### src/rtl/rv_pkg.sv
`default_nettype none
// ============================================================================
// Module   : rv_pkg
// Brief    : Shared encodings for the RV32IM execute stage.
// Revision : 1.0
// ============================================================================
package rv_pkg;

    localparam logic [3:0] ALU_ADD  = 4'd0;
    localparam logic [3:0] ALU_SUB  = 4'd1;
    localparam logic [3:0] ALU_AND  = 4'd2;
    localparam logic [3:0] ALU_OR   = 4'd3;
    localparam logic [3:0] ALU_XOR  = 4'd4;
    localparam logic [3:0] ALU_SLT  = 4'd5;
    localparam logic [3:0] ALU_SLTU = 4'd6;
    localparam logic [3:0] ALU_SLL  = 4'd7;
    localparam logic [3:0] ALU_SRL  = 4'd8;
    localparam logic [3:0] ALU_SRA  = 4'd9;

    localparam logic [2:0] MD_MUL    = 3'd0;
    localparam logic [2:0] MD_MULH   = 3'd1;
    localparam logic [2:0] MD_MULHSU = 3'd2;
    localparam logic [2:0] MD_MULHU  = 3'd3;
    localparam logic [2:0] MD_DIV    = 3'd4;
    localparam logic [2:0] MD_DIVU   = 3'd5;
    localparam logic [2:0] MD_REM    = 3'd6;
    localparam logic [2:0] MD_REMU   = 3'd7;

    localparam logic [2:0] BR_BEQ  = 3'b000;
    localparam logic [2:0] BR_BNE  = 3'b001;
    localparam logic [2:0] BR_BLT  = 3'b100;
    localparam logic [2:0] BR_BGE  = 3'b101;
    localparam logic [2:0] BR_BLTU = 3'b110;
    localparam logic [2:0] BR_BGEU = 3'b111;

    localparam logic [1:0] FWD_RF  = 2'b00;
    localparam logic [1:0] FWD_WB  = 2'b01;
    localparam logic [1:0] FWD_MEM = 2'b10;

    typedef enum logic [1:0] {
        S_IDLE = 2'd0,
        S_RUN  = 2'd1,
        S_DONE = 2'd2
    } md_state_t;

endpackage
`default_nettype wire

### src/rtl/execute_stage_if.sv
`default_nettype none
// ============================================================================
// Module   : execute_stage_if
// Brief    : Decode/hazard-side inputs and E->M outputs of the execute stage.
// Revision : 1.0
// ============================================================================
interface execute_stage_if;
    logic [31:0] RD1E, RD2E, ImmExtE, PCE, PCPlus4E, ResultW;
    logic [4:0]  RdE;
    logic [3:0]  ALUControlE;
    logic        ALUSrcE, MulDivE, BranchE, JumpE, JalrE, RegWriteE, MemWriteE;
    logic [2:0]  MulDivOpE, BranchOpE;
    logic [1:0]  ResultSrcE, ForwardAE, ForwardBE;
    logic        PCSrcE, BusyE, MemWriteM, RegWriteM;
    logic [31:0] PCTargetE, ALUResultM, WriteDataM, PCPlus4M;
    logic [4:0]  RdM;
    logic [1:0]  ResultSrcM;

    modport master (
        output RD1E, RD2E, ImmExtE, PCE, PCPlus4E, RdE, ALUControlE, ALUSrcE,
               MulDivE, MulDivOpE, BranchE, BranchOpE, JumpE, JalrE, RegWriteE,
               MemWriteE, ResultSrcE, ForwardAE, ForwardBE, ResultW,
        input  PCSrcE, PCTargetE, BusyE, ALUResultM, WriteDataM, RdM, PCPlus4M,
               MemWriteM, RegWriteM, ResultSrcM
    );

    modport slave (
        input  RD1E, RD2E, ImmExtE, PCE, PCPlus4E, RdE, ALUControlE, ALUSrcE,
               MulDivE, MulDivOpE, BranchE, BranchOpE, JumpE, JalrE, RegWriteE,
               MemWriteE, ResultSrcE, ForwardAE, ForwardBE, ResultW,
        output PCSrcE, PCTargetE, BusyE, ALUResultM, WriteDataM, RdM, PCPlus4M,
               MemWriteM, RegWriteM, ResultSrcM
    );
endinterface
`default_nettype wire

### src/rtl/muldiv_iter.sv
`default_nettype none
// ============================================================================
// Module   : muldiv_iter
// Brief    : Iterative shift-add multiplier / restoring divider (RV32M).
// Revision : 1.0
// ============================================================================
module muldiv_iter
    import rv_pkg::*;
#(
    parameter int MD_CYCLES = 32
) (
    input  wire logic        clk,
    input  wire logic        rst,
    input  wire logic        i_start,
    input  wire logic [2:0]  i_op,
    input  wire logic [31:0] i_a,
    input  wire logic [31:0] i_b,
    output logic             o_busy,
    output logic             o_done,
    output logic [31:0]      o_result
);
    localparam int CNT_W = $clog2(MD_CYCLES);

    md_state_t        r_state, w_nextState;
    logic [CNT_W-1:0] r_count;
    logic [63:0]      r_acc;
    logic [31:0]      r_opnd;
    logic [2:0]       r_op;
    logic             r_negA, r_negB, r_divZero;

    // Operands are reduced to magnitudes; signs are re-applied at DONE.
    logic        w_aSigned, w_bSigned, w_negA, w_negB;
    logic [31:0] w_magA, w_magB;
    assign w_aSigned = (i_op == MD_MULH) || (i_op == MD_MULHSU) || (i_op == MD_DIV) || (i_op == MD_REM);
    assign w_bSigned = (i_op == MD_MULH) || (i_op == MD_DIV) || (i_op == MD_REM);
    assign w_negA    = w_aSigned & i_a[31];
    assign w_negB    = w_bSigned & i_b[31];
    assign w_magA    = w_negA ? (~i_a + 32'd1) : i_a;
    assign w_magB    = w_negB ? (~i_b + 32'd1) : i_b;

    logic [32:0] w_mulSum, w_divShift;
    logic [63:0] w_mulNext, w_divNext;
    logic [31:0] w_divDiff;
    logic        w_divGe;
    assign w_mulSum   = {1'b0, r_acc[63:32]} + (r_acc[0] ? {1'b0, r_opnd} : 33'd0);
    assign w_mulNext  = {w_mulSum, r_acc[31:1]};
    assign w_divShift = r_acc[63:31];
    assign w_divGe    = w_divShift >= {1'b0, r_opnd};
    assign w_divDiff  = w_divShift[31:0] - r_opnd;
    assign w_divNext  = w_divGe ? {w_divDiff, r_acc[30:0], 1'b1}
                                : {w_divShift[31:0], r_acc[30:0], 1'b0};

    always_ff @(posedge clk) begin
        if (rst) r_state <= S_IDLE;
        else     r_state <= w_nextState;
    end

    always_comb begin
        w_nextState = r_state;
        case (r_state)
            S_IDLE:  if (i_start) w_nextState = S_RUN;
            S_RUN:   if (r_count == CNT_W'(MD_CYCLES - 1)) w_nextState = S_DONE;
            S_DONE:  w_nextState = S_IDLE;
            default: w_nextState = S_IDLE;
        endcase
    end

    always_comb begin
        o_busy = 1'b0;
        o_done = 1'b0;
        case (r_state)
            S_IDLE:  o_busy = i_start;
            S_RUN:   o_busy = 1'b1;
            S_DONE:  o_done = 1'b1;
            default: o_busy = 1'b0;
        endcase
    end

    always_ff @(posedge clk) begin
        if (rst) begin
            r_count   <= '0;
            r_acc     <= '0;
            r_opnd    <= '0;
            r_op      <= '0;
            r_negA    <= 1'b0;
            r_negB    <= 1'b0;
            r_divZero <= 1'b0;
        end else if (r_state == S_IDLE && i_start) begin
            r_count   <= '0;
            r_acc     <= {32'd0, w_magA};
            r_opnd    <= w_magB;
            r_op      <= i_op;
            r_negA    <= w_negA;
            r_negB    <= w_negB;
            r_divZero <= (i_b == 32'd0);
        end else if (r_state == S_RUN) begin
            r_count <= r_count + CNT_W'(1);
            r_acc   <= r_op[2] ? w_divNext : w_mulNext;
        end
    end

    logic [63:0] w_prod;
    logic [31:0] w_quot, w_rem;
    assign w_prod = (r_negA ^ r_negB) ? (~r_acc + 64'd1) : r_acc;
    assign w_quot = (r_negA ^ r_negB) ? (~r_acc[31:0] + 32'd1) : r_acc[31:0];
    assign w_rem  = r_negA ? (~r_acc[63:32] + 32'd1) : r_acc[63:32];

    always_comb begin
        o_result = w_prod[31:0];
        case (r_op)
            MD_MUL:                      o_result = w_prod[31:0];
            MD_MULH, MD_MULHSU, MD_MULHU: o_result = w_prod[63:32];
            MD_DIV, MD_DIVU:             o_result = r_divZero ? 32'hFFFF_FFFF : w_quot;
            MD_REM, MD_REMU:             o_result = w_rem;
            default:                     o_result = w_prod[31:0];
        endcase
    end
endmodule
`default_nettype wire

### src/rtl/reg_rst_param.sv
`default_nettype none
// ============================================================================
// Module   : reg_rst_param
// Brief    : Parameterised-width register with synchronous clear.
// Revision : 1.0
// ============================================================================
module reg_rst_param #(
    parameter int WIDTH = 1
) (
    input  wire logic             clk,
    input  wire logic             rst,
    input  wire logic [WIDTH-1:0] i_d,
    output logic      [WIDTH-1:0] o_q
);
    always_ff @(posedge clk) begin
        if (rst) o_q <= '0;
        else     o_q <= i_d;
    end
endmodule
`default_nettype wire

### src/rtl/execute_stage.sv
`default_nettype none
// ============================================================================
// Module   : execute_stage
// Brief    : RV32IM execute stage: forwarding, ALU, branch, mul/div, E->M reg.
// Revision : 1.0
// ============================================================================
module execute_stage
    import rv_pkg::*;
#(
    parameter bit MULDIV_EN = 1'b1,
    parameter int MD_CYCLES = 32
) (
    input wire logic        clk,
    input wire logic        rst,
    execute_stage_if.slave  bus
);
    logic [31:0] w_srcA, w_fwdB, w_srcB, w_aluResult, w_mdResult, w_jalrSum;
    logic [3:0]  w_aluOp;
    logic [4:0]  w_shamt;
    logic        w_cond, w_mdBusy, w_mdDone, w_flush;

    always_comb begin
        case (bus.ForwardAE)
            FWD_MEM: w_srcA = bus.ALUResultM;
            FWD_WB:  w_srcA = bus.ResultW;
            default: w_srcA = bus.RD1E;
        endcase
        case (bus.ForwardBE)
            FWD_MEM: w_fwdB = bus.ALUResultM;
            FWD_WB:  w_fwdB = bus.ResultW;
            default: w_fwdB = bus.RD2E;
        endcase
    end
    assign w_srcB  = bus.ALUSrcE ? bus.ImmExtE : w_fwdB;
    assign w_shamt = w_srcB[4:0];
    assign w_aluOp = bus.MulDivE ? ALU_ADD : bus.ALUControlE;

    always_comb begin
        case (w_aluOp)
            ALU_SUB:  w_aluResult = w_srcA - w_srcB;
            ALU_AND:  w_aluResult = w_srcA & w_srcB;
            ALU_OR:   w_aluResult = w_srcA | w_srcB;
            ALU_XOR:  w_aluResult = w_srcA ^ w_srcB;
            ALU_SLT:  w_aluResult = {31'd0, $signed(w_srcA) < $signed(w_srcB)};
            ALU_SLTU: w_aluResult = {31'd0, w_srcA < w_srcB};
            ALU_SLL:  w_aluResult = w_srcA << w_shamt;
            ALU_SRL:  w_aluResult = w_srcA >> w_shamt;
            ALU_SRA:  w_aluResult = $signed(w_srcA) >>> w_shamt;
            default:  w_aluResult = w_srcA + w_srcB;
        endcase
    end

    // Branch compare uses forwarded rs2, never the immediate-muxed SrcB.
    always_comb begin
        case (bus.BranchOpE)
            BR_BEQ:  w_cond = (w_srcA == w_fwdB);
            BR_BNE:  w_cond = (w_srcA != w_fwdB);
            BR_BLT:  w_cond = ($signed(w_srcA) < $signed(w_fwdB));
            BR_BGE:  w_cond = ($signed(w_srcA) >= $signed(w_fwdB));
            BR_BLTU: w_cond = (w_srcA < w_fwdB);
            BR_BGEU: w_cond = (w_srcA >= w_fwdB);
            default: w_cond = 1'b0;
        endcase
    end
    assign w_jalrSum     = w_srcA + bus.ImmExtE;
    assign bus.PCSrcE    = bus.JumpE | (bus.BranchE & w_cond);
    assign bus.PCTargetE = bus.JalrE ? {w_jalrSum[31:1], 1'b0} : (bus.PCE + bus.ImmExtE);

    if (MULDIV_EN) begin : g_muldiv
        muldiv_iter #(.MD_CYCLES(MD_CYCLES)) u_muldiv (
            .clk      (clk),
            .rst      (rst),
            .i_start  (bus.MulDivE),
            .i_op     (bus.MulDivOpE),
            .i_a      (w_srcA),
            .i_b      (w_fwdB),
            .o_busy   (w_mdBusy),
            .o_done   (w_mdDone),
            .o_result (w_mdResult)
        );
    end else begin : g_noMuldiv
        assign w_mdBusy   = 1'b0;
        assign w_mdDone   = 1'b0;
        assign w_mdResult = 32'd0;
    end
    assign bus.BusyE = w_mdBusy;

    // Control fields of the mul/div instruction, replayed into M at DONE.
    logic [4:0]  r_mdRd;
    logic [31:0] r_mdPcPlus4;
    logic [1:0]  r_mdResultSrc;
    logic        r_mdRegWrite;
    always_ff @(posedge clk) begin
        if (rst) begin
            r_mdRd        <= '0;
            r_mdPcPlus4   <= '0;
            r_mdResultSrc <= '0;
            r_mdRegWrite  <= 1'b0;
        end else if (w_mdBusy) begin
            r_mdRd        <= bus.RdE;
            r_mdPcPlus4   <= bus.PCPlus4E;
            r_mdResultSrc <= bus.ResultSrcE;
            r_mdRegWrite  <= bus.RegWriteE;
        end
    end

    assign w_flush = rst | w_mdBusy;

    reg_rst_param #(.WIDTH(32)) u_aluResultM (.clk(clk), .rst(w_flush),
        .i_d(w_mdDone ? w_mdResult : w_aluResult), .o_q(bus.ALUResultM));
    reg_rst_param #(.WIDTH(32)) u_writeDataM (.clk(clk), .rst(w_flush),
        .i_d(w_mdDone ? 32'd0 : w_fwdB), .o_q(bus.WriteDataM));
    reg_rst_param #(.WIDTH(5)) u_rdM (.clk(clk), .rst(w_flush),
        .i_d(w_mdDone ? r_mdRd : bus.RdE), .o_q(bus.RdM));
    reg_rst_param #(.WIDTH(32)) u_pcPlus4M (.clk(clk), .rst(w_flush),
        .i_d(w_mdDone ? r_mdPcPlus4 : bus.PCPlus4E), .o_q(bus.PCPlus4M));
    reg_rst_param #(.WIDTH(1)) u_memWriteM (.clk(clk), .rst(w_flush),
        .i_d(w_mdDone ? 1'b0 : bus.MemWriteE), .o_q(bus.MemWriteM));
    reg_rst_param #(.WIDTH(1)) u_regWriteM (.clk(clk), .rst(w_flush),
        .i_d(w_mdDone ? r_mdRegWrite : bus.RegWriteE), .o_q(bus.RegWriteM));
    reg_rst_param #(.WIDTH(2)) u_resultSrcM (.clk(clk), .rst(w_flush),
        .i_d(w_mdDone ? r_mdResultSrc : bus.ResultSrcE), .o_q(bus.ResultSrcM));
endmodule
`default_nettype wire

### src/flat_wrapper.sv
// flat-port wrapper written by rule: the top's interface ports become plain ports
module execute_stage_flat import rv_pkg::*;
#(
    parameter bit MULDIV_EN = 1'b1,
    parameter int MD_CYCLES = 32
)
  (clk, rst, bus_RD1E, bus_RD2E, bus_ImmExtE, bus_PCE, bus_PCPlus4E, bus_RdE, bus_ALUControlE, bus_ALUSrcE, bus_MulDivE, bus_MulDivOpE, bus_BranchE, bus_BranchOpE, bus_JumpE, bus_JalrE, bus_RegWriteE, bus_MemWriteE, bus_ResultSrcE, bus_ForwardAE, bus_ForwardBE, bus_ResultW, bus_PCSrcE, bus_PCTargetE, bus_BusyE, bus_ALUResultM, bus_WriteDataM, bus_RdM, bus_PCPlus4M, bus_MemWriteM, bus_RegWriteM, bus_ResultSrcM);
  execute_stage_if bus_i ();
  input wire logic clk;
  input wire logic rst;
  input wire logic [$bits(bus_i.RD1E)-1:0] bus_RD1E;
  input wire logic [$bits(bus_i.RD2E)-1:0] bus_RD2E;
  input wire logic [$bits(bus_i.ImmExtE)-1:0] bus_ImmExtE;
  input wire logic [$bits(bus_i.PCE)-1:0] bus_PCE;
  input wire logic [$bits(bus_i.PCPlus4E)-1:0] bus_PCPlus4E;
  input wire logic [$bits(bus_i.RdE)-1:0] bus_RdE;
  input wire logic [$bits(bus_i.ALUControlE)-1:0] bus_ALUControlE;
  input wire logic [$bits(bus_i.ALUSrcE)-1:0] bus_ALUSrcE;
  input wire logic [$bits(bus_i.MulDivE)-1:0] bus_MulDivE;
  input wire logic [$bits(bus_i.MulDivOpE)-1:0] bus_MulDivOpE;
  input wire logic [$bits(bus_i.BranchE)-1:0] bus_BranchE;
  input wire logic [$bits(bus_i.BranchOpE)-1:0] bus_BranchOpE;
  input wire logic [$bits(bus_i.JumpE)-1:0] bus_JumpE;
  input wire logic [$bits(bus_i.JalrE)-1:0] bus_JalrE;
  input wire logic [$bits(bus_i.RegWriteE)-1:0] bus_RegWriteE;
  input wire logic [$bits(bus_i.MemWriteE)-1:0] bus_MemWriteE;
  input wire logic [$bits(bus_i.ResultSrcE)-1:0] bus_ResultSrcE;
  input wire logic [$bits(bus_i.ForwardAE)-1:0] bus_ForwardAE;
  input wire logic [$bits(bus_i.ForwardBE)-1:0] bus_ForwardBE;
  input wire logic [$bits(bus_i.ResultW)-1:0] bus_ResultW;
  output wire logic [$bits(bus_i.PCSrcE)-1:0] bus_PCSrcE;
  output wire logic [$bits(bus_i.PCTargetE)-1:0] bus_PCTargetE;
  output wire logic [$bits(bus_i.BusyE)-1:0] bus_BusyE;
  output wire logic [$bits(bus_i.ALUResultM)-1:0] bus_ALUResultM;
  output wire logic [$bits(bus_i.WriteDataM)-1:0] bus_WriteDataM;
  output wire logic [$bits(bus_i.RdM)-1:0] bus_RdM;
  output wire logic [$bits(bus_i.PCPlus4M)-1:0] bus_PCPlus4M;
  output wire logic [$bits(bus_i.MemWriteM)-1:0] bus_MemWriteM;
  output wire logic [$bits(bus_i.RegWriteM)-1:0] bus_RegWriteM;
  output wire logic [$bits(bus_i.ResultSrcM)-1:0] bus_ResultSrcM;
  assign bus_i.RD1E = bus_RD1E;
  assign bus_i.RD2E = bus_RD2E;
  assign bus_i.ImmExtE = bus_ImmExtE;
  assign bus_i.PCE = bus_PCE;
  assign bus_i.PCPlus4E = bus_PCPlus4E;
  assign bus_i.RdE = bus_RdE;
  assign bus_i.ALUControlE = bus_ALUControlE;
  assign bus_i.ALUSrcE = bus_ALUSrcE;
  assign bus_i.MulDivE = bus_MulDivE;
  assign bus_i.MulDivOpE = bus_MulDivOpE;
  assign bus_i.BranchE = bus_BranchE;
  assign bus_i.BranchOpE = bus_BranchOpE;
  assign bus_i.JumpE = bus_JumpE;
  assign bus_i.JalrE = bus_JalrE;
  assign bus_i.RegWriteE = bus_RegWriteE;
  assign bus_i.MemWriteE = bus_MemWriteE;
  assign bus_i.ResultSrcE = bus_ResultSrcE;
  assign bus_i.ForwardAE = bus_ForwardAE;
  assign bus_i.ForwardBE = bus_ForwardBE;
  assign bus_i.ResultW = bus_ResultW;
  assign bus_PCSrcE = bus_i.PCSrcE;
  assign bus_PCTargetE = bus_i.PCTargetE;
  assign bus_BusyE = bus_i.BusyE;
  assign bus_ALUResultM = bus_i.ALUResultM;
  assign bus_WriteDataM = bus_i.WriteDataM;
  assign bus_RdM = bus_i.RdM;
  assign bus_PCPlus4M = bus_i.PCPlus4M;
  assign bus_MemWriteM = bus_i.MemWriteM;
  assign bus_RegWriteM = bus_i.RegWriteM;
  assign bus_ResultSrcM = bus_i.ResultSrcM;
  execute_stage #(.MULDIV_EN(MULDIV_EN), .MD_CYCLES(MD_CYCLES)) u_core (.clk(clk), .rst(rst), .bus(bus_i));
endmodule
### config.mk
export PLATFORM = sky130hd
export DESIGN_NAME = execute_stage_flat
export DESIGN_NICKNAME = d
export VERILOG_FILES = /design/src/rtl/rv_pkg.sv /design/src/rtl/execute_stage_if.sv /design/src/rtl/muldiv_iter.sv /design/src/rtl/reg_rst_param.sv /design/src/rtl/execute_stage.sv /design/src/flat_wrapper.sv
export SDC_FILE = /design/constraint.sdc
export NUM_CORES = 2
export LEC_CHECK = 0
export BUFFER_PORTS_ARGS = -buffer_cell sky130_fd_sc_hd__buf_2
export CAP_MARGIN = 10
export CORE_MARGIN = 5
export CORE_UTILIZATION = 45
export CTS_CLUSTER_SIZE = 12
export DETAILED_ROUTE_END_ITERATION = 10
export GPL_TIMING_DRIVEN = 0
export SYNTH_ARGS = -nofsm -noshare
export SYNTH_HDL_FRONTEND = slang
export SYNTH_SLANG_ARGS = --single-unit
### constraint.sdc
create_clock -name clk -period 6.6 [get_ports clk]
set_input_delay 0.33 -clock clk [delete_from_list [all_inputs] [get_ports clk]]
set_output_delay 0.33 -clock clk [all_outputs]
set_load 0.02 [all_outputs]
### Yosys cells after proc, flatten, opt, wreduce, memory -nomap -nowiden

Index checks and enable logic that the tools add are counted.

| cells by class | value |
|---|---|
| add/subtract/negate cells | 12 |
| multiplexer cells | 29 |
| equal/unequal tests | 36 |
| shift-type cells | 3 |
| bitwise gates (word level) | 14 |
| $lt $le $gt $ge | 7 |
| reductions and logical operators | 17 |

Operators by type and width:

| cell | count |
|---|---|
| $mux 32 | 12 |
| $pmux 32 s9 | 1 |
| $mux 64 | 3 |
| $add 32x1->32 const B | 4 |
| $lt 32x32->1 | 4 |
| $not 32->32 | 4 |
| $pmux 32 s2 | 2 |
| $pmux 32 s4 | 1 |
| $add 32x32->32 | 3 |
| $add 64x1->64 const B | 1 |
| $ge 32x32->1 | 2 |
| $not 64->64 | 1 |
| $sub 32x32->32 | 2 |
| $add 32x32->33 | 1 |
| $ge 33x32->1 | 1 |
| $and 32x32->32 | 1 |
| $eq 32x32->1 | 1 |
| $logic_not 32->1 | 1 |
| $ne 32x32->1 | 1 |
| $or 32x32->32 | 1 |
| $shl 32x5->32 | 1 |
| $shr 32x5->32 | 1 |
| $sshr 32x5->32 | 1 |
| $xor 32x32->32 | 1 |
| 30 further kinds | 67 |

| storage, ports and cells | value |
|---|---|
| register bits after elaboration | 254 |
| input bits | 222 |
| output and inout port bits | 139 |

### Longest topological paths before layout

| logic depth | value |
|---|---|
| word-level depth | 7 |
| gate-level depth with buffers | 23 |
| gate-level depth less buffers | 19 |

### Cells and area by module

Synthesis repeated with hierarchy kept, for this count alone.

| unflattened totals | value |
|---|---|
| cells, all modules | 4478 |
| area, all modules | 31819.3 um^2 |

By module, submodules not included:

| module | cells an instance | seq. area each (um^2) | times used | area an instance (um^2) |
|---|---|---|---|---|
| execute_stage | 2481 | 800.8 | 1 | 16513.3 |
| muldiv_iter | 1778 | 2182.1 | 1 | 12464.5 |
| reg_rst_param (u_core.u_aluResultM ...) | 67 | 640.6 | 3 | 863.3 |
| reg_rst_param (u_core.u_rdM) | 10 | 100.1 | 1 | 131.4 |
| reg_rst_param (u_core.u_memWriteM ...) | 2 | 20.0 | 2 | 33.8 |
| reg_rst_param (u_core.u_resultSrcM) | 4 | 40.0 | 1 | 52.6 |

### Worst setup path after synthesis

No wires, ideal clock.

| timing path | value |
|---|---|
| path type | input to output |
| start | in bus_ForwardAE[0] |
| end | out bus_PCTargetE[30] |
| path buffers | 3 |
| arrival time | 4.617 ns |
| cell stages on the path | 18 |
| setup slack | 1.653 ns |
| path through | inv_1 -> ha_1 -> buf_2 -> buf_2 -> buf_1 -> o21ai_1 -> ha_1 -> a21o_1 -> a21o_1 -> a21o_1 -> a221o_1 -> a21oi_1 -> o21ai_0 -> o41ai_1 -> inv_1 -> a211oi_1 -> mux2i_1 -> o21ai_0 |

| on the way | value |
|---|---|
| word-level cells in the longest chain between the ends | 4 |
| elaborated cells on any way between the ends | 5 |
| those cells by class | 1 x add/sub; 2 x eq/ne; 2 x mux |

Ends and longest elaborated chain:

| what | RTL line | text |
|---|---|---|
| start: declaration | flat_wrapper.sv:28 | `input wire logic [$bits(bus_i.ForwardAE)-1:0] bus_ForwardAE;` |
| $eq 2x1->1 / $eq 2x2->1 (equally long branches) | execute_stage.sv:23 | `case (bus.ForwardAE)` |
| $pmux 32 s2 (*) | execute_stage.sv:23 |  |
| $add 32x32->32 (*) | execute_stage.sv:65 | `assign w_jalrSum = w_srcA + bus.ImmExtE;` |
| $mux 32 (*) | execute_stage.sv:67 | `assign bus.PCTargetE = bus.JalrE ? {w_jalrSum[31:1], 1'b0} : (bus.PCE + bus.ImmExtE);` |
| end: declaration | flat_wrapper.sv:32 | `output wire logic [$bits(bus_i.PCTargetE)-1:0] bus_PCTargetE;` |

Every way passes the cells marked *; elsewhere a longest branch is shown, timed or not.

### Worst setup path in the final report

Same ends and word-level chain as after synthesis.

==> results.json <==
{
  "grt-ovfl-total": 0,
  "period_share": 0.9947,
  "clk_path_buf_depth": 3,
  "grt_pass1_vias": 35122,
  "post_synth_num_cell_types": 87,
  "status": "finished, violations left",
  "wirelength_um": 170300,
  "io_pins": 361,
  "yosysWarnings": 0,
  "clkTransAtPathRegs_ns": 0.06,
  "syn_to_final_growth_pct": 15.01,
  "timing.final.crit_period_ns": 6.565,
  "cts_sinks": 254,
  "io_buffers": 359,
  "synth_nets": 4791,
  "h-tree-depth": 2,
  "yosys.area.top_type_share": 0.1679,
  "pwr_density_cell_mw_per_mm2": 228.5,
  "start_util": 0.4527,
  "grt_pass1_wl_um": 241200,
  "worst_pin_slew_ns": 1.603,
  "netlist_top_cells_area": "dfxtp_1, ha_1, a21oi_1, o21ai_0, nand2_1",
  "ant_nets": 0,
  "postLayoutSetupSlackWorst_ns": 0.03506,
  "cts-root-buf": "clkbuf_16",
  "grt_max_degree": 14,
  "violations": "slew limit",
  "finalHoldViolations": 0,
  "drive_gt1_frac": 0.1131,
  "numCtsBuffers": 35,
  "drv_cap": 0,
  "core_area_sq_mm": 0.06692,
  "endpoint_kind": "output pin",
  "finalMaxSlewViolations": 2,
  "max_slew_margin": -0.06837,
  "syn_area_sq_mm": 0.03029,
  "critical_path_arrival_ns": 6.23,
  "cp_max_fo": 10,
  "viasPerCell": 6.784,
  "gp_congestion": 1.084,
  "pre_cts_ws_ns": -0.9428,
  "antenna_found_initial": 16,
  "hpwl_um": 137000,
  "routedWlPerCell_um": 30.26,
  "rsz0062_at_grt": "no",
  "synth_top_area_cell": "dfxtp_1",
  "dieWidth_um": 269.5,
  "post-cts-setup-buffer-count": 0,
  "chipHeight_um": 269.5,
  "drt_iter0_drc": 6390,
  "synth_area_per_cell_sq_um": 7.046,
  "fin_nets": 5217,
  "leakagePower_nw": 15.12,
  "fill_cells": 6944,
  "crit_type": "in2out",
  "start_kind": "input pin",
  "async_flop_share": 0,
  "yosysSeqAreaShare": 0.1679,
  "setup-violations-final": 0,
  "cp.required_ns": 6.27,
  "grt_usage": 0.4368,
  "synth_seq_cells": 254,
  "firstDrtPassIters": 6,
  "row_count": 95,
  "synth_common_cells": "nand2_1, nor2_1, a21oi_1",
  "hp-class": "in2reg",
  "ys.flop_type": "dfxtp_1",
  "final.setup_skew_ns": 0.02482,
  "cts_tree": "done",
  "synth_edf_count": 0,
  "syn_inst": 4299,
  "yosysMostFrequentCell": "nand2_1",
  "fin_setup_tns_ns": 0,
  "clock_latency_ns": 0.57,
  "max_freq_ghz": 0.1523,
  "total_power_w": 0.007960,
  "vdd_drop_max_v": 0.0001528,
  "vias": 38187,
  "die_area_sq_mm": 0.07260,
  "drc": 0
}
## flip-flops by register name, summed over array words and instances (netlist names), 3 cells and up
name	flops
u_core.u_aluResultM.o_q	32
u_core.g_muldiv.u_muldiv.r_count	5
u_core.u_writeDataM.o_q	32
u_core.g_muldiv.u_muldiv.r_acc	64
u_core.u_rdM.o_q	5
u_core.r_mdRd	5
u_core.r_mdPcPlus4	32
u_core.g_muldiv.u_muldiv.r_opnd	32
u_core.u_pcPlus4M.o_q	32
u_core.g_muldiv.u_muldiv.r_op	3
## metrics by stage
stage / cell area [sq um] / cells / hold slack (ns) / util
CTS: 34770 / 5619 / 0.0006558 / 0.5196
global placement: 33180 / 5531 / 0.4371 / 0.4958
detailed placement: 33480 / 5551 / 0.4428 / 0.5003
global route: 34830 / 5625 / 0.004857 / 0.5204
floorplan: 30290 / 4299 / 0.4315 / -
finish: 34840 / 5629 / 0.01507 / 0.5206
## worst max-delay path, cell delays in order
cell and delay, ns:
buf_2 0.17, inv_1 0.07, ha_1 0.32, buf_2 0.24, buf_1 0.62, o21ai_1 0.62
and2_1 0.38, fa_1 0.40, a21o_1 0.18, a21oi_1 0.32, o21a_1 0.21, o21ai_0 0.22
a21oi_1 0.39, o21ai_0 0.19, o41ai_1 0.58, inv_1 0.15, a211oi_1 0.32, mux2i_1 0.23
o21ai_0 0.11, buf_2 0.20
## kinds of logic after synthesis
kind of cell    synth area share
compound gates            0.3399
xor+xnor                 0.07749
fa+ha+maj                 0.1130
simple gates              0.1923
mux                      0.04820
flops                     0.1679
buf+inv                  0.06121
## cells in the final DEF, fill, tap and decap left out, types with 49 or more instances in the layout
master      n
nor2_1    427
dfxtp_1   254
xor2_1    113
a211oi_1  108
buf_2     386
clkbuf_1  243
o21ai_0   334
inv_1     177
a31oi_1    49
ha_1      264
a21oi_1   415
nor3_1     75
a22oi_1    55
mux2i_1   129
a21o_1     96
xnor2_1   155
nand3_1    63
nand2_1   430
## cell type report
cell class,count,area [sq um],area share
Antenna cell,8,20.02,0.0005747
Tap cell,873,1092,0.03135
Multi-Input combinational cell,3564,23440,0.6730
Timing Repair Buffer,389,2128,0.06109
Clock buffer,44,949.7,0.02726
Sequential cell,254,5085,0.1460
Inverter,183,686.9,0.01972
Buffer,298,1180,0.03387
Clock inverter,16,251.5,0.007219
## metal layers
metal	vias to the layer above	GRT usage	part of all wire
li1	16634	-	-
met1	18085	0.5634	0.39
met2	2799	0.6585	0.42
met3	665	0.1149	0.12
met4	4	0.2534	0.074
met5	-	0	0.00018
## power by group
part	leakage [nW]	switching, W	total, W	internal, W
Combinational	12.5	0.00284	0.00413	0.00129
Clock	0.568	0.000821	0.00205	0.00122
Sequential	2.08	0.000121	0.00178	0.00166
## path summary, 6_finish.rpt
kind / startpoint / to / slack [ns] / cells after the start
setup / recovery: bus_ForwardAE[0] / bus_PCTargetE[30] / 0.04 / 20
hold / removal: bus_RdE[1] / u_core.u_rdM.o_q[1]$_SDFF_PP0_ / 0.02 / 2
hold reg to reg: u_core.r_mdPcPlus4[9]$_SDFFE_PP0P_ / u_core.r_mdPcPlus4[9]$_SDFFE_PP0P_ / 0.45 / 2
setup reg to reg: u_core.u_aluResultM.o_q[1]$_SDFF_PP0_ / u_core.u_aluResultM.o_q[17]$_SDFF_PP0_ / 0.08 / 18
## timing repair
item                                    4_1_cts  5_1_grt
hold endpoints to repair                      8        0
hold buffers                                  8        0
gates resized for setup                       2       13
endpoints found under the setup margin        2       10
Note: power is estimated with default switching activity, not from simulation.
